$ cat config.mk
export PLATFORM = sky130hd
export DESIGN_NAME = port_uart_tx_flat
export DESIGN_NICKNAME = d
export VERILOG_FILES = /design/src/rtl/port_io_pkg.sv /design/src/rtl/port_uart_tx_if.sv /design/src/rtl/port_uart_tx_byte_fifo.sv /design/src/rtl/port_uart_tx.sv /design/src/flat_wrapper.sv
export SDC_FILE = /design/constraint.sdc
export NUM_CORES = 1
export LEC_CHECK = 0
export CELL_PAD_IN_SITES_DETAIL_PLACEMENT = 1
export CELL_PAD_IN_SITES_GLOBAL_PLACEMENT = 2
export CORE_MARGIN = 5
export CORE_UTILIZATION = 34
export DETAILED_ROUTE_END_ITERATION = 12
export HOLD_SLACK_MARGIN = 0.15
export PLACE_DENSITY = 0.73
export SETUP_SLACK_MARGIN = 0.1
export SYNTH_ARGS = -nofsm -noshare
export SYNTH_HDL_FRONTEND = slang
export SYNTH_HIERARCHICAL = 1
export SYNTH_SLANG_ARGS = --single-unit
$ cat constraint.sdc
create_clock -name clk -period 5 [get_ports clk]
set_clock_uncertainty 0.2 [all_clocks]
set_input_delay 0.75 -clock clk [delete_from_list [all_inputs] [get_ports clk]]
set_output_delay 0.75 -clock clk [all_outputs]
set_load 0.05 [all_outputs]
$ cat src/rtl/port_io_pkg.sv
// Shared definitions for the memory-mapped port blocks: UART transmitter
// state encodings and the bit layout of the status byte.
package port_io_pkg;

  typedef enum logic [1:0] {
    IDLE  = 2'd0,
    START = 2'd1,
    DATA  = 2'd2,
    STOP  = 2'd3
  } tx_state_t;

  localparam int STATUS_FULL_BIT  = 0;
  localparam int STATUS_EMPTY_BIT = 1;
  localparam int STATUS_BUSY_BIT  = 2;
  localparam int STATUS_OVF_BIT   = 3;
  localparam int STATUS_COUNT_LSB = 4;
  localparam int STATUS_COUNT_MSB = 6;

  // Bit 7 of the status byte always reads as zero.
  function automatic logic [7:0] make_status(input logic full, input logic empty,
                                             input logic busy, input logic ovf,
                                             input logic [2:0] count);
    logic [7:0] s;
    s = 8'h00;
    s[STATUS_FULL_BIT]  = full;
    s[STATUS_EMPTY_BIT] = empty;
    s[STATUS_BUSY_BIT]  = busy;
    s[STATUS_OVF_BIT]   = ovf;
    s[STATUS_COUNT_MSB:STATUS_COUNT_LSB] = count;
    return s;
  endfunction

endpackage

$ cat src/rtl/port_uart_tx_if.sv
// CPU-side port bundle of the UART transmitter: write port, overflow clear,
// status read port and the serial line.
interface port_uart_tx_if;
  logic [7:0] port_data;
  logic       port_write;
  logic       clr_ovf;
  logic       tx;
  logic [7:0] status;

  modport master (output port_data, port_write, clr_ovf, input tx, status);
  modport slave  (input port_data, port_write, clr_ovf, output tx, status);
endinterface

$ cat src/rtl/port_uart_tx_byte_fifo.sv
// Byte FIFO with power-of-two depth. The caller must only push when not
// full (or while popping) and only pop when not empty.
module byte_fifo #(
  parameter int DEPTH = 4,
  localparam int AW = $clog2(DEPTH),
  localparam int CW = AW + 1
) (
  input  logic          clk,
  input  logic          reset,
  input  logic          push,
  input  logic          pop,
  input  logic [7:0]    din,
  output logic [7:0]    dout,
  output logic          full,
  output logic          empty,
  output logic [CW-1:0] count
);

  logic [7:0]    mem [DEPTH];
  logic [AW-1:0] wr_ptr;
  logic [AW-1:0] rd_ptr;

  // Pointers wrap naturally because DEPTH is a power of two.
  always_ff @(posedge clk or negedge reset) begin
    if (!reset) begin
      wr_ptr <= '0;
      rd_ptr <= '0;
      count  <= '0;
    end else begin
      if (push) wr_ptr <= wr_ptr + 1'b1;
      if (pop)  rd_ptr <= rd_ptr + 1'b1;
      case ({push, pop})
        2'b10:   count <= count + 1'b1;
        2'b01:   count <= count - 1'b1;
        default: ;
      endcase
    end
  end

  always_ff @(posedge clk) begin
    if (push) mem[wr_ptr] <= din;
  end

  assign dout  = mem[rd_ptr];
  assign full  = (count == CW'(DEPTH));
  assign empty = (count == '0);

endmodule

$ cat src/rtl/port_uart_tx.sv
// 8N1 UART transmitter fed from a CPU output port through a byte FIFO,
// with a sticky overflow flag and a status byte for a CPU input port.
module port_uart_tx #(
  parameter int CLKS_PER_BIT = 16,
  parameter int FIFO_DEPTH   = 4
) (
  input  logic           clk,
  input  logic           reset,
  port_uart_tx_if.slave  bus
);
  import port_io_pkg::*;

  localparam int CW = $clog2(FIFO_DEPTH) + 1;

  tx_state_t     state, state_next;
  logic [7:0]    baud_cnt, baud_next;
  logic [2:0]    bit_idx, bit_next;
  logic [7:0]    shreg, shreg_next;
  logic          overflow;
  logic          baud_done;
  logic          tx_line;
  logic [2:0]    count_lo;

  logic          fifo_push, fifo_pop, fifo_full, fifo_empty;
  logic [7:0]    fifo_dout;
  logic [CW-1:0] fifo_count;

  byte_fifo #(.DEPTH(FIFO_DEPTH)) u_fifo (
    .clk   (clk),
    .reset (reset),
    .push  (fifo_push),
    .pop   (fifo_pop),
    .din   (bus.port_data),
    .dout  (fifo_dout),
    .full  (fifo_full),
    .empty (fifo_empty),
    .count (fifo_count)
  );

  // A write into a full FIFO is still accepted when the FSM frees a slot on the same edge.
  assign fifo_push = bus.port_write && (!fifo_full || fifo_pop);
  assign baud_done = (baud_cnt == 8'(CLKS_PER_BIT - 1));

  always_ff @(posedge clk or negedge reset) begin
    if (!reset) begin
      state    <= IDLE;
      baud_cnt <= 8'd0;
      bit_idx  <= 3'd0;
      shreg    <= 8'h00;
    end else begin
      state    <= state_next;
      baud_cnt <= baud_next;
      bit_idx  <= bit_next;
      shreg    <= shreg_next;
    end
  end

  always_comb begin
    state_next = state;
    baud_next  = baud_cnt;
    bit_next   = bit_idx;
    shreg_next = shreg;
    fifo_pop   = 1'b0;
    case (state)
      IDLE: begin
        if (!fifo_empty) begin
          fifo_pop   = 1'b1;
          shreg_next = fifo_dout;
          baud_next  = 8'd0;
          state_next = START;
        end
      end
      START: begin
        if (baud_done) begin
          baud_next  = 8'd0;
          bit_next   = 3'd0;
          state_next = DATA;
        end else begin
          baud_next = baud_cnt + 8'd1;
        end
      end
      DATA: begin
        if (baud_done) begin
          baud_next  = 8'd0;
          shreg_next = {1'b0, shreg[7:1]};
          if (bit_idx == 3'd7) begin
            bit_next   = 3'd0;
            state_next = STOP;
          end else begin
            bit_next = bit_idx + 3'd1;
          end
        end else begin
          baud_next = baud_cnt + 8'd1;
        end
      end
      STOP: begin
        if (baud_done) begin
          baud_next = 8'd0;
          // Chain straight into the next frame so queued bytes leave with no idle gap.
          if (!fifo_empty) begin
            fifo_pop   = 1'b1;
            shreg_next = fifo_dout;
            state_next = START;
          end else begin
            state_next = IDLE;
          end
        end else begin
          baud_next = baud_cnt + 8'd1;
        end
      end
      default: state_next = IDLE;
    endcase
  end

  // The line is decoded from registered state only, so reset forces it high immediately.
  always_comb begin
    tx_line = 1'b1;
    case (state)
      START:   tx_line = 1'b0;
      DATA:    tx_line = shreg[0];
      default: tx_line = 1'b1;
    endcase
  end

  // A new overflow wins over a simultaneous clear.
  always_ff @(posedge clk or negedge reset) begin
    if (!reset) begin
      overflow <= 1'b0;
    end else if (bus.port_write && fifo_full && !fifo_pop) begin
      overflow <= 1'b1;
    end else if (bus.clr_ovf) begin
      overflow <= 1'b0;
    end
  end

  assign count_lo   = 3'(fifo_count);
  assign bus.tx     = tx_line;
  assign bus.status = make_status(fifo_full, fifo_empty, state != IDLE, overflow, count_lo);

endmodule

$ cat src/flat_wrapper.sv
// flat-port wrapper written by rule: the top's interface ports become plain ports
module port_uart_tx_flat import port_io_pkg::*;
#(
  parameter int CLKS_PER_BIT = 16,
  parameter int FIFO_DEPTH   = 4
)
  (clk, reset, bus_port_data, bus_port_write, bus_clr_ovf, bus_tx, bus_status);
  port_uart_tx_if bus_i ();
  input  logic clk;
  input  logic reset;
  input wire logic [$bits(bus_i.port_data)-1:0] bus_port_data;
  input wire logic [$bits(bus_i.port_write)-1:0] bus_port_write;
  input wire logic [$bits(bus_i.clr_ovf)-1:0] bus_clr_ovf;
  output wire logic [$bits(bus_i.tx)-1:0] bus_tx;
  output wire logic [$bits(bus_i.status)-1:0] bus_status;
  assign bus_i.port_data = bus_port_data;
  assign bus_i.port_write = bus_port_write;
  assign bus_i.clr_ovf = bus_clr_ovf;
  assign bus_tx = bus_i.tx;
  assign bus_status = bus_i.status;
  port_uart_tx #(.CLKS_PER_BIT(CLKS_PER_BIT), .FIFO_DEPTH(FIFO_DEPTH)) u_core (.clk(clk), .reset(reset), .bus(bus_i));
endmodule
==> results.yml <==
detailed_routing:
  ant_nets: 0
  first_pass_iters: 4
  drt-total-wl_um: 5127
  drt_first_iter_violations: 34
  vias: 1591
  drc_errors: 0
  vias_per_cell: 4.807
  wl_per_cell_um: 15.49
critical_path:
  end_kind: "output port"
  startpoint_type: "flip-flop"
  crit_buf_inv: 2
  worstPathArrival_ns: 2.61
  path_delay_family: "buffers and inverters"
  slowest_delay_ns: 0.82
  crit_slowest_cell: "clkdlybuf4s50_1"
  path_cells: "inv_1 > ha_1 > mux2i_1 > clkdlybuf4s50_1"
  required_ns: 4.05
  crit_type: "flip-flop to output port"
  worstPathMaxFanout: 16
die:
  die_h_um: 101.7
  die_area_mm2: 0.01035
  initial_core_util_pct: 34.81
  design.core.area_mm2: 0.008217
  rows: 33
  io_pins: 21
  die_x_um: 101.7
yosys:
  synth-seq-cells: 61
  syn_nets: 228
  ys_seq_area_share_pct: 58.97
  synth.avg_cell_area_um2: 14.23
  netlist_instances: 201
  async_flop_share_pct: 47.54
  synth_area_mm2: 0.002860
  synth_cell_type_count: 42
  yosys_warnings: 6
  ys.flop_type: "edfxtp_1"
  synth-edff-count: 32
clock_tree:
  clkTransAtPathRegs_ns: 0.06
  htree_levels: 3
  cts-hold-fix-buffers: 0
  clk_latency_ns: 0.33
  cts.repair.resized: 0
  cts_buffers: 9
  cts_tree: "yes"
  clockRootBuffer: "clkbuf_8"
  cts.sinks: 61
  post_cts_buffers: 0
  cts.path.max_buffers: 2
place:
  dpl-instance-area_mm2: 0.003115
  portBuffers: 19
  gp_congestion: 0.7661
  pre_cts_ws_ns: 1.736
  dp_hpwl_um: 3502
timing:
  slew_headroom_pct: 54.51
  layout_worst_path_cycle_share_pct: 71.29
  period_needed_ns: 3.565
  rsz0062_at_grt: "no"
  fmax_mhz: 280.5
  totalNegativeSetupSlack_ns: 0
  hold_violations: 0
  worstMarginPinSlew_ns: 0.6823
  worst_hold_slack_ns: 0.3023
  finalSetupViolCount: 0
  slew_violations: 0
  fin_ws_ns: 1.435
hold_path:
  hp-class: "flip-flop to flip-flop"
layout:
  post-route-util_pct: 40.81
  nets: 248
  syn_to_final_growth_pct: 17.24
  fin_area_mm2: 0.003353
  diodes: 0
  layout-drive-gt1-share_pct: 18.14
status:
  outcome: "complete, no violations"
global_routing:
  antenna_found_initial: 0
  grt_pass1_vias: 1758
  grt_first_pass_wirelength_um: 8735
  grt_util_all_layers_pct: 11.07
  grt_max_degree: 30
  overflow: 0
power_and_ir_drop:
  p_leak_nw: 1.308
  pwr_density_cell_mw_per_mm2: 650.8
  peakVddDrop_mv: 0.2980
run:
  maxCapViolCount: 0
[sequential cells by signal, indices dropped and copies added, names as in the netlist]
| signal | cells |
|---|---|
| u_core/u_fifo/rd_ptr | 2 |
| u_core/overflow | 1 |
| u_core/baud_cnt | 8 |
| u_core/u_fifo/mem | 32 |
| u_core/u_fifo/wr_ptr | 2 |
| u_core/shreg | 8 |
| u_core/u_fifo/count | 3 |
| u_core/bit_idx | 3 |
| u_core/state | 2 |
[metrics by stage]
stage	power, mW	instances
4_1_cts	2.217	331
6_report	2.182	331
5_1_grt	2.333	331
2_1_floorplan	1.474	201
3_3_place_gp	1.662	315
3_5_place_dp	1.679	315
[area by class of cell]
cell class,instances,area [um2]
fillers,834,4863
flip-flops and latches,61,1687
inverters,15,56.30
clock inverters,6,110.1
multi-input cells,114,1044
well taps,105,131.4
clock buffers,10,127.6
repair buffers,20,197.7
[cell families (layout without fill, tap and decap cells)]
logic type	count (synthesis)	after routing	synth area share [%]
buffers and inverters	26	51	4.549
multiplexers	26	26	13.25
AO/OA/AOI/OAI	30	30	7.613
AND/OR/NAND/NOR	36	36	6.825
other	1	1	0.1311
XOR/XNOR	6	6	1.837
adder cells (fa/ha/maj)	15	15	6.824
flip-flops	61	61	58.97
[cell usage in the layout, fill, tap and decap left out, types with 7 or more instances in the layout]
| master | n |
|---|---|
| mux2_2 | 15 |
| mux4_2 | 8 |
| nand2_1 | 9 |
| dfrtp_1 | 29 |
| inv_1 | 15 |
| nor2_1 | 7 |
| clkdlybuf4s50_1 | 19 |
| o21ai_0 | 8 |
| ha_1 | 14 |
| edfxtp_1 | 32 |
| clkbuf_8 | 9 |
[synthesized netlist by cell type (2+ instances only)]
| cell | n | area share [%] |
|---|---|---|
| xnor2_1 | 2 | 0.61 |
| mux2i_1 | 3 | 1.0 |
| clkbuf_1 | 2 | 0.26 |
| inv_1 | 15 | 2.0 |
| and2_1 | 5 | 1.1 |
| mux4_2 | 8 | 6.3 |
| and3_1 | 3 | 0.66 |
| edfxtp_1 | 32 | 34 |
| buf_2 | 2 | 0.35 |
| o21ai_0 | 8 | 1.4 |
| nand2b_1 | 2 | 0.44 |
| o41ai_1 | 2 | 0.61 |
| dfrtp_1 | 29 | 25 |
| nand3_1 | 2 | 0.35 |
| nor2_1 | 7 | 0.92 |
| buf_6 | 2 | 0.79 |
| buf_4 | 4 | 1.0 |
| a32o_1 | 2 | 0.70 |
| xor2_1 | 4 | 1.2 |
| a31oi_1 | 3 | 0.66 |
| a21oi_1 | 6 | 1.0 |
| ha_1 | 14 | 6.1 |
| mux2_2 | 15 | 5.9 |
| nor3_1 | 3 | 0.52 |
| nand2_1 | 9 | 1.2 |
[layer usage]
layer	global-route usage (%)	vias to the layer above	share of wire (%)
li1	-	767	-
met1	14.46	801	49
met2	17.51	16	47
met3	2.686	7	2.1
met4	4.908	0	1.9
met5	0	-	0
[final timing paths]
kind / start / end / slack (ns) / depth (start not counted)
setup / recovery: u_core/state[0] / bus_tx / 1.44 / 4
hold / removal: u_core/bit_idx[1] / u_core/bit_idx[1] / 0.30 / 1
setup reg to reg: u_core/state[1] / u_core/u_fifo/count[1] / 1.82 / 10
hold reg to reg: u_core/bit_idx[1] / u_core/bit_idx[1] / 0.30 / 1
max in group asynchronous: reset / u_core/state[0] / 3.70 / 2
min in group asynchronous: reset / u_core/bit_idx[2] / 0.61 / 2
[where the power goes]
part / leakage (nW) / switching [mW] / internal (mW)
combinational: 0.539 / 0.460 / 0.395
sequential: 0.654 / 0.114 / 0.686
clock: 0.115 / 0.196 / 0.332
total: 1.31 / 0.770 / 1.41
Power figures use the tool's default switching activity.
